File: src/rtl/div_by_3_pkg.sv
// Shared types and constants for the divide-by-3 operand feeder:
// operand type, launch FSM states and the legal queue-depth range.
package div_by_3_pkg;

  typedef logic [15:0] operand_t;

  typedef enum logic [1:0] {
    IDLE   = 2'd0,
    LAUNCH = 2'd1,
    WAIT   = 2'd2
  } state_t;

  localparam int DEPTH_MIN     = 2;
  localparam int DEPTH_MAX     = 16;
  localparam int DEPTH_DEFAULT = 4;

endpackage

File: src/rtl/div_by_3_fifo.sv
// Operand queue for the divide-by-3 feeder: power-of-two depth circular buffer
// with occupancy count and a synchronous flush that empties it in one edge.
module div_by_3_fifo
  import div_by_3_pkg::*;
#(
  parameter int DEPTH = DEPTH_DEFAULT
) (
  input  logic                     clk,
  input  logic                     rst,
  input  logic                     i_push,
  input  logic                     i_pop,
  input  logic                     i_flush,
  input  operand_t                 i_data,
  output operand_t                 o_data,
  output logic [$clog2(DEPTH):0]   o_level
);

  localparam int PW = $clog2(DEPTH);
  localparam int LW = PW + 1;

  operand_t        r_mem [DEPTH];
  logic [PW-1:0]   r_wr;
  logic [PW-1:0]   r_rd;
  logic [LW-1:0]   r_level;

  // Pointers wrap naturally because DEPTH is a power of two.
  always_ff @(posedge clk) begin
    if (rst || i_flush) begin
      r_wr    <= '0;
      r_rd    <= '0;
      r_level <= '0;
    end else begin
      if (i_push) r_wr <= r_wr + 1'b1;
      if (i_pop)  r_rd <= r_rd + 1'b1;
      case ({i_push, i_pop})
        2'b10:   r_level <= r_level + 1'b1;
        2'b01:   r_level <= r_level - 1'b1;
        default: r_level <= r_level;
      endcase
    end
  end

  always_ff @(posedge clk) begin
    if (i_push && !i_flush) r_mem[r_wr] <= i_data;
  end

  assign o_data  = r_mem[r_rd];
  assign o_level = r_level;

endmodule

File: src/rtl/div_by_3_feeder.sv
// Queues operands and launches them one at a time into a divide-by-3 unit.
// Define DIV_BY_3_FEEDER_BYPASS_EN for a zero-latency launch when idle and empty.
module div_by_3_feeder
  import div_by_3_pkg::*;
#(
  parameter int DEPTH = DEPTH_DEFAULT
) (
  input  logic                     clk,
  input  logic                     rst,
  input  logic                     in_valid,
  input  logic [15:0]              in_x,
  output logic                     in_ready,
  input  logic                     flush,
  input  logic                     busy,
  output logic                     pass,
  output logic [15:0]              x,
  output logic [$clog2(DEPTH):0]   level
);

  localparam int LW = $clog2(DEPTH) + 1;

  state_t          r_state;
  logic            r_pass;
  operand_t        r_x;

  operand_t        w_head;
  logic [LW-1:0]   w_level;
  logic            w_empty;
  logic            w_full;
  logic            w_push;
  logic            w_pop;
  logic            w_bypass;

  assign w_empty  = (w_level == '0);
  assign w_full   = (w_level == LW'(DEPTH));
  assign in_ready = ~w_full & ~flush;

`ifdef DIV_BY_3_FEEDER_BYPASS_EN
  assign w_bypass = (r_state == IDLE) & w_empty & ~busy & in_valid & ~flush;
  assign pass     = r_pass | w_bypass;
  assign x        = w_bypass ? in_x : r_x;
`else
  assign w_bypass = 1'b0;
  assign pass     = r_pass;
  assign x        = r_x;
`endif

  // A bypassed operand goes straight to the divider, never into the queue.
  assign w_push = in_valid & in_ready & ~w_bypass;
  assign w_pop  = ~w_empty & ~busy & ((r_state == IDLE) | (r_state == WAIT));

  div_by_3_fifo #(.DEPTH(DEPTH)) u_fifo (
    .clk     (clk),
    .rst     (rst),
    .i_push  (w_push),
    .i_pop   (w_pop),
    .i_flush (flush),
    .i_data  (in_x),
    .o_data  (w_head),
    .o_level (w_level)
  );

  assign level = w_level;

  // A flush in the same cycle as a pop still launches the popped head.
  always_ff @(posedge clk) begin
    if (rst) begin
      r_state <= IDLE;
      r_pass  <= 1'b0;
      r_x     <= '0;
    end else begin
      r_pass <= 1'b0;
      case (r_state)
        IDLE: begin
          if (w_pop) begin
            r_x     <= w_head;
            r_pass  <= 1'b1;
            r_state <= LAUNCH;
          end else if (w_bypass) begin
            r_x     <= in_x;
            r_state <= WAIT;
          end
        end
        LAUNCH: r_state <= WAIT;
        WAIT: begin
          if (w_pop) begin
            r_x     <= w_head;
            r_pass  <= 1'b1;
            r_state <= LAUNCH;
          end else if (!busy) begin
            r_state <= IDLE;
          end
        end
        default: r_state <= IDLE;
      endcase
    end
  end

endmodule
File: config.mk
export PLATFORM = sky130hd
export DESIGN_NAME = div_by_3_feeder
export DESIGN_NICKNAME = d
export VERILOG_FILES = /design/src/rtl/div_by_3_pkg.sv /design/src/rtl/div_by_3_fifo.sv /design/src/rtl/div_by_3_feeder.sv
export SDC_FILE = /design/constraint.sdc
export NUM_CORES = 1
export LEC_CHECK = 0
export ABC_AREA = 0
export CORE_UTILIZATION = 57
export CTS_BUF_LIST = sky130_fd_sc_hd__clkbuf_2 sky130_fd_sc_hd__clkbuf_4 sky130_fd_sc_hd__clkbuf_8
export CTS_CLUSTER_DIAMETER = 30
export DETAILED_ROUTE_END_ITERATION = 6
export PLACE_DENSITY = 0.82
export SLEW_MARGIN = 30
export SYNTH_ARGS = -nofsm -noshare
export SYNTH_HDL_FRONTEND = slang
export SYNTH_SLANG_ARGS = --single-unit
File: constraint.sdc
create_clock -name clk -period 3 [get_ports clk]
set_input_delay 0.6 -clock clk [delete_from_list [all_inputs] [get_ports clk]]
set_output_delay 0.6 -clock clk [all_outputs]
set_load 0.005 [all_outputs]
==> Word level (Yosys, flattened, before mapping) <==
Memory sizes are Yosys's and may differ from the RTL's. A register that Yosys moved wholly into a read port is not among the register bits.
Index checks and enable logic that the tools add are counted.
{ "totals": {"register_bits": 10, "ram_bits": 64, "inputBits": 21, "out_inout_bits": 21, "word_cells": 45, "mem_count": 1} }
{ "memory_table": {"columns": ["memory", "depth", "width", "read_ports", "rd_clocked_by_memory_dff", "write_ports", "line", "source"], "rows": [
  ["u_fifo.r_mem", 4, 16, 1, 1, 1, "div_by_3_fifo.sv:21", "operand_t r_mem [DEPTH];"]
]} }
{ "op_classes": {"addsub": 4, "eq_ne": 7, "mux": 8, "bitwise_logic": 10, "reduce_logical": 10} }
{ "op_table": {"columns": ["cell", "count"], "rows": [
  ["two-way mux 2 bit", 3],
  ["case mux 2 bit (3 select lines)", 1],
  ["case mux 3 bit (2 select lines)", 1],
  ["inverter 1 bit", 5],
  ["adder 2 x 1 -> 2 bit, second input constant", 2],
  ["AND 1 bit", 4],
  ["== test 2 x 1 -> 1 bit, second input constant", 2],
  ["== test 2 bit, second input constant", 2],
  ["AND reduction 2 bit", 2],
  ["OR reduction 2 bit", 2],
  ["adder 3 x 1 -> 3 bit, second input constant", 1],
  ["== test 3 bit, second input constant", 1],
  ["logical NOT 3 bit", 1],
  ["two-way mux 1 bit", 3],
  ["inequality test 3 x 2 -> 1 bit, second input constant", 1],
  ["subtractor 3 x 1 -> 3 bit, second input constant", 1],
  ["logical NOT 2 bit", 1],
  ["inequality test 2 x 1 -> 1 bit, second input constant", 1],
  ["nonzero test 2 bit", 1],
  ["logical AND 1 bit", 1],
  ["logical NOT 1 bit", 1],
  ["logical OR 1 bit", 1],
  ["bitwise OR 1 bit", 1]
]} }

==> Logic depth before layout (Yosys ltp) <==
Gate-level depths: netlist of run 1.
{ "logic_depth": {"ltp_word": 7, "mapped_depth": 10, "depth_no_buf": 9} }

==> Modules after synthesis <==
Synthesis of run 1 repeated with hierarchy kept, for this count alone.
{ "hier_totals": {"cells_unflattened": 209, "area_unflattened_um2": 3579.7} }
{ "modules_own_cells": {"columns": ["module", "instances", "cells_each", "area_per_inst_um2", "seq_area_each_um2"], "rows": [
  ["div_by_3_fifo", 1, 131, 2778.9, 2102.0],
  ["div_by_3_feeder", 1, 78, 800.8, 360.3]
]} }

==> Worst setup path before layout of run 1 <==
OpenSTA, ideal clock, no wires.
{ "synth_path": {"path_type": "flip-flop to flip-flop", "start": "register u_fifo.r_level[2], in the netlist u_fifo.o_level[2]", "end": "register u_fifo.r_level[2], in the netlist u_fifo.o_level[2]", "setup_ns": 0.070, "t_arrival_ns": 2.208, "setup_slack_ns": 0.722, "stages_incl_launch_ff": 11, "n_path_buf": 1, "synth_period_minus_slack_ns": 2.278, "path_cell_list": "dfxtp_1 -> or3b_1 -> buf_2 -> and2_4 -> inv_1 -> ha_1 -> inv_1 -> fa_1 -> xor2_1 -> or3_1 -> a21oi_1"} }
{ "synth_between": {"elab_chain_cells": 6, "elab_cells_between_ends": 14, "classes_between": "2 x add/sub; 3 x eq/ne; 1 x mux; 6 x bitwise; 2 x reduce/logical"} }
{ "synth_rtl": {"columns": ["element", "line", "source"], "rows": [
  ["start: declaration", "div_by_3_fifo.sv:24", "logic [LW-1:0] r_level;"],
  ["start signal: assignment", "div_by_3_fifo.sv:36", "2'b10: r_level <= r_level + 1'b1;"],
  ["start signal: assignment", "div_by_3_fifo.sv:37", "2'b01: r_level <= r_level - 1'b1;"],
  ["start signal: assignment", "div_by_3_fifo.sv:38", "default: r_level <= r_level;"],
  ["== test 3 bit or logical NOT 3 bit (tied branches)", "div_by_3_feeder.sv:35, div_by_3_feeder.sv:34", null],
  ["inverter 1 bit (on tied branches)", "div_by_3_feeder.sv:36, div_by_3_feeder.sv:50", null],
  ["AND 1 bit (on tied branches)", "div_by_3_feeder.sv:36, div_by_3_feeder.sv:50", null],
  ["AND 1 bit (on tied branches)", "div_by_3_feeder.sv:49, div_by_3_feeder.sv:50", null],
  ["== test 2 x 1 -> 1 bit or == test 2 bit (tied branches)", "div_by_3_fifo.sv:35", "case ({i_push, i_pop})"],
  ["case mux 3 bit (2 select lines) or nonzero test 2 bit (tied branches)", null, null]
]} }
Parallel ways exist; a longest one is shown, timed or not.
A chain may end at the register's enable or synchronous reset.

==> Worst setup path after layout of run 1 <==
{ "layout_path": {"start": "register u_fifo.r_level[2], in the netlist u_fifo.o_level[2]", "end": "output in_ready"} }
{ "layout_between": {"elab_chain_cells": 3} }
{ "layout_rtl": {"columns": ["element", "line", "source"], "rows": [
  ["== test 3 bit", "div_by_3_feeder.sv:35", "assign w_full = (w_level == LW'(DEPTH));"],
  ["inverter 1 bit", "div_by_3_feeder.sv:36", "assign in_ready = ~w_full & ~flush;"],
  ["AND 1 bit", "div_by_3_feeder.sv:36", null],
  ["end: declaration", "div_by_3_feeder.sv:12", "output logic in_ready,"]
]} }
No other way between the ends.

==> results of run 1 <==
layout make-up:
cell class	instances	area (um2)
sequential	89	2422
fill	363	1506
multi-input combinational	76	868.3
timing repair buffer	48	462.9
clock buffer	12	158.9
tap	72	90.09
clock inverter	4	76.32
inverter	6	22.52
power breakdown:
group / switching (mW) / total [mW] / internal (mW)
logic: 0.0552 / 0.121 / 0.0658
clock network: 0.400 / 0.925 / 0.526
registers: 0.0103 / 1.35 / 1.34
total: 0.465 / 2.39 / 1.93
worst min-delay path by stage:
stage | start | end | slack, ns | cells after the start
final | x[4] | x[4] | 0.49 | 1
after global routing | x[12] | x[12] | 0.51 | 1
after CTS | x[4] | x[4] | 0.49 | 1
after detailed placement | x[2] | x[2] | 0.47 | 1
after global placement | x[10] | x[10] | 0.45 | 1
after floorplan | x[10] | x[10] | 0.47 | 1
routing by layer:
layer	track usage	up-vias
met3	0.05747	14
met4	0.1291	0
met2	0.3578	57
li1	-	813
met5	0	-
met1	0.2651	933
placed cells by master, fill, tap and decap left out, drive strengths merged, types with 2 or more instances in the layout:
cell type,n
clkbuf,12
a21oi,5
clkdlybuf4s50,41
nand3,2
bufinv,2
and3,4
xor2,2
o31ai,2
ha,5
nor2b,2
nor3,2
dfxtp,25
nor2,5
nor4,2
mux4,16
or3,3
edfxtp,64
buf,7
a22o,16
inv,6
logic make-up (layout without fill, tap and decap cells):
logic type | after synthesis | count (layout) | synth area share
AO/OA/AOI/OAI | 25 | 25 | 0.06381
XOR/XNOR | 2 | 2 | 0.005165
adder cells (fa/ha/maj) | 6 | 6 | 0.02435
buffers and inverters | 14 | 70 | 0.02988
flip-flops | 89 | 89 | 0.7141
multiplexers | 17 | 17 | 0.1114
AND/OR/NAND/NOR | 26 | 26 | 0.05127
sequential cells by signal, indices dropped and copies added, names as in the netlist:
signal	cells
x	16
u_fifo.o_level	3
pass	1
u_fifo.r_rd	2
r_state	1
u_fifo.r_mem	64
u_fifo.r_wr	2
worst register-to-register path: stages (launching register included):
cell and delay (ns):
dfxtp_1 0.43, or3b_1 0.50, and2_4 0.20, inv_1 0.05, ha_1 0.19, inv_1 0.06, fa_1 0.37, xor2_1 0.17
or3_1 0.31, a21oi_1 0.14
==> impl_metrics.toml, run 1 <==
[outcome]
outcome = "completed"

[power]
peakVddDrop_mv = 0.2547
power_density_mw_per_mm2 = 583.4
total_leakage_power_nw = 1.369
total_power_mw = 2.393

[clock_tree]
cts_max_path_buffers = 2
insertion_delay_ns = 0.34
cts_buffers = 9
clkSinkCount = 89
clk_pin_slew_ns = 0.09
htree_num_levels = 3
post-cts-setup-buffers = 0
root_buffer = "clkbuf_8"
cts_tree = "done"
cts_hold_buffers = 0
cts_resized = 0

[die]
fp.dieH_um = 79.14
initial_utilization = 0.6049
rows = 27
core_area_mm2 = 0.005608
ioPinCount = 42
chipWidth_um = 79.14
dieArea_mm2 = 0.006263

[yosys]
ys_async_sr_fraction = 0
ys_top_cells_by_count = "64 x edfxtp_1, 25 x dfxtp_1, 14 x mux4_2, 10 x a22o_1"
synth_top_cell_area_share = 0.5666
synth_fp_nets = 206
synthFlopType = "edfxtp_1"
yosysSeqAreaShare = 0.7141
synthCells = 179
synth-edff-count = 64
syn_area_per_cell_um2 = 18.95
yosysMostFrequentCell = "edfxtp_1"
synth.area.top_cells = "edfxtp_1 57%, dfxtp_1 15%, mux4_2 9.3%, a22o_1 2.6%, ha_1 1.8%"
yosysWarnings = 0
ys_types = 38
synth_top_area_cell = "edfxtp_1"
synth_seq_cells = 89
synth_area_mm2 = 0.003392

[routing]
wl_met1_um = 2464
drt_iter0_drc = 128
highest_layer = "met4"
routed-wl-met3_um = 233
vias = 1817
ant_nets = 0
via_per_inst = 5.919
drt_pass1_iterations = 4
wl_met2_um = 3298
drc_errors = 0
routedWlPerCell_um = 20.01
drt-total-wl_um = 6143

[sta]
slew_viol_final = 0
rsz0062_at_grt = "no"
fmax_mhz = 399.6
fin_ws_ns = 0.4976
clock-skew-final_ns = 0.01090
tightest_slew_ns = 0.8773
min_period_over_period = 0.8341
slew_headroom = 0.4143
hold_viol = 0
setup_violations = 0
fin_hold_ws_ns = 0.4902
period_needed_ns = 2.502
tns_ns = 0

[grt]
gr-usage-all-layers = 0.2200
antenna_found_initial = 0
grt_pass1_wl_um = 9680
grt-ovfl-total = 0
grt_pass1_vias = 1956
grt_max_degree = 19

[worst_setup_path]
timing.rr.end = "u_fifo.o_level[2]"
critPathCapture = "in_ready"
startpoint_type = "register"
worstPathRequired_ns = 2.40
cp_num_cells = 3
reg2reg_slack_ns = 0.52
slowest_delay_ns = 0.50
crit_type = "reg -> out"
cp_num_buf_inv = 1
crit_chain = "or3b_1 > nor2b_1 > clkdlybuf4s50_1"
cp-end-kind = "primary output"
crit_family = "simple AND/OR/NAND/NOR gates"
slowest_stage = "or3b_1"
cp_max_fo = 9
crit-reg2reg-launch = "u_fifo.o_level[2]"
setup.worst_path.start = "u_fifo.o_level[2]"
ff2ff_path_depth = 9
crit_arrival_ns = 1.90

[finish]
drive_gt1_frac = 0.2128
final_util = 0.7314
fin_area_mm2 = 0.004101
area_growth_pct = 20.91
stdcell_count = 307
layout.nets = 257
diodes = 0

[placed_design]
place_inst = 291
dp_hpwl_um = 3935
dpl-instance-area_mm2 = 0.003866
io_buffers = 41
gp_congestion = 0.8003
dp_worst_setup_slack_ns = 0.1666

[min_path]
min_path_type = "reg -> reg"

[job]
maxCapViolCount = 0
Note: power is estimated with default switching activity, not from simulation.
==> inputs of run 2 (changes only) <==
--- a/config.mk
+++ b/config.mk
@@ -6,11 +6,11 @@
 export NUM_CORES = 1
 export LEC_CHECK = 0
 export ABC_AREA = 0
-export CORE_UTILIZATION = 57
+export CORE_UTILIZATION = 51
 export CTS_BUF_LIST = sky130_fd_sc_hd__clkbuf_2 sky130_fd_sc_hd__clkbuf_4 sky130_fd_sc_hd__clkbuf_8
 export CTS_CLUSTER_DIAMETER = 30
 export DETAILED_ROUTE_END_ITERATION = 6
-export PLACE_DENSITY = 0.82
+export PLACE_DENSITY = 0.77
 export SLEW_MARGIN = 30
 export SYNTH_ARGS = -nofsm -noshare
 export SYNTH_HDL_FRONTEND = slang
==> constraint.sdc (replaced) <==
create_clock -name clk -period 2.2 [get_ports clk]
set_input_delay 0.44 -clock clk [delete_from_list [all_inputs] [get_ports clk]]
set_output_delay 0.44 -clock clk [all_outputs]
set_load 0.005 [all_outputs]
==> impl_metrics.toml, run 2 (synthesis results as in run 1) <==
[outcome]
outcome = "completed"

[placed_design]
dp_hpwl_um = 3637
io_buffers = 41
dpl-instance-area_mm2 = 0.004049
gp_congestion = 0.7197

[die]
dieArea_mm2 = 0.006981
ioPinCount = 42
fp.dieH_um = 83.56
rows = 29
chipWidth_um = 83.56
initial_utilization = 0.5312
core_area_mm2 = 0.006386

[clock_tree]
cts_max_path_buffers = 2
insertion_delay_ns = 0.35
cts_tree = "done"
clkSinkCount = 89
clk_pin_slew_ns = 0.08
htree_num_levels = 3
root_buffer = "clkbuf_8"
cts_buffers = 9
cts_hold_buffers = 0

[worst_setup_path]
startpoint_type = "register"
cp_max_fo = 2
worstPathRequired_ns = 2.48
crit_arrival_ns = 2.48
crit_type = "reg -> reg"
cp-end-kind = "register"

[finish]
fill_cells = 433
largest_reg_flops = 64
drive_gt1_frac = 0.3028
area_growth_pct = 27.37
most-common-layout-cells = "64 x edfxtp_1, 40 x clkdlybuf4s50_1, 22 x dfxtp_1"
final_util = 0.6765
mostFrequentLayoutCell = "edfxtp_1"
registers.top_by_ff_count = "u_fifo.r_mem"
diodes = 0
layout.nets = 273
fin_area_mm2 = 0.004320

[power]
power_density_mw_per_mm2 = 751.1
total_leakage_power_nw = 1.470
peakVddDrop_mv = 0.4522

[grt]
grt_pass1_wl_um = 8832
antenna_found_initial = 0
grt-ovfl-total = 0
grt_max_degree = 17
gr-usage-all-layers = 0.1720
grt_pass1_vias = 1783

[sta]
fmax_mhz = 455.9
min_period_over_period = 0.9970
clock-skew-final_ns = 0.007235
slew_viol_final = 0
setup_violations = 0
period_needed_ns = 2.193
slew_headroom = 0.7551
rsz0062_at_grt = "yes"
hold_viol = 0
tightest_slew_ns = 0.3663

[routing]
drt-total-wl_um = 5498
via_per_inst = 5.506
ant_nets = 0
routedWlPerCell_um = 16.76
drt_iter0_drc = 110
drc_errors = 0
drt_pass1_iterations = 4
vias = 1806

[min_path]
min_path_type = "reg -> reg"

[job]
maxCapViolCount = 0
[run 2: changes by cell type in the layout (fill, tap and decap cells not counted), sizes merged]
cell | previous run | this run
clkinv | 1 | 2
clkbuf | 12 | 10
inv | 6 | 7
clkdlybuf4s50 | 41 | 40
dlygate4sd2 | 0 | 1
buf | 7 | 23
[run 2: path summary, 6_finish.rpt]
path                          start           endpoint  slack, ns  depth (start not counted)
hold / removal                x[10]              x[10]       0.49                          1
setup reg to reg  u_fifo.o_level[0]  u_fifo.o_level[2]      0.007                          9
setup / recovery  u_fifo.o_level[0]  u_fifo.o_level[2]      0.007                          9
hold reg to reg               x[10]              x[10]       0.49                          1
[run 2: metrics by stage]
stage,instances,total power [mW],hold slack (ns),setup TNS [ns],worst slack [ns]
after floorplan,179,1.948,0.4660,0,0.002015
after global placement,310,2.052,0.4580,-0.1569,-0.1569
after detailed placement,310,2.057,0.4649,-0.2598,-0.2273
after CTS,326,3.264,0.4860,0,0.04343
after global routing,328,3.365,0.5049,-0.06277,-0.06277
final,328,3.245,0.4855,0,0.006554
[run 2: final cells by class]
type	instances	area (um2)	share of cell area
Inverter	6	25.02	0.005792
Multi-Input combinational cell	76	897.1	0.2076
Clock inverter	6	90.09	0.02085
Sequential cell	89	2426	0.5615
Timing Repair Buffer	64	648.1	0.1500
Clock buffer	10	137.6	0.03186
Tap cell	77	96.34	0.02230
[run 2: critical path, cell delays in order (launching register included)]
cell	delay, ns
dfxtp_2	0.33
or3b_4	0.39
and2_4	0.16
inv_4	0.05
ha_4	0.13
inv_2	0.04
fa_2	0.36
xor2_2	0.18
or3_1	0.37
a21oi_2	0.12
[run 2: report_power, final]
group	internal, mW	switching [mW]
logic	0.108	0.0813
clock network	0.674	0.549
registers	1.82	0.0102
[run 2: metal layers]
layer / up-vias / global-route usage / share of wire
met2: 43 / 0.2846 / 0.52
met3: 11 / 0.03066 / 0.032
li1: 845 / - / -
met4: 0 / 0.1048 / 0.025
met1: 907 / 0.2120 / 0.42
met5: - / 0 / 0
[run 2: what timing repair did]
action / CTS / global route
gates cloned: 0 / 0
pin swaps: 0 / 5
setup buffers: 0 / 2
resized for setup: 3 / 6
endpoints found under the setup margin: 1 / 1
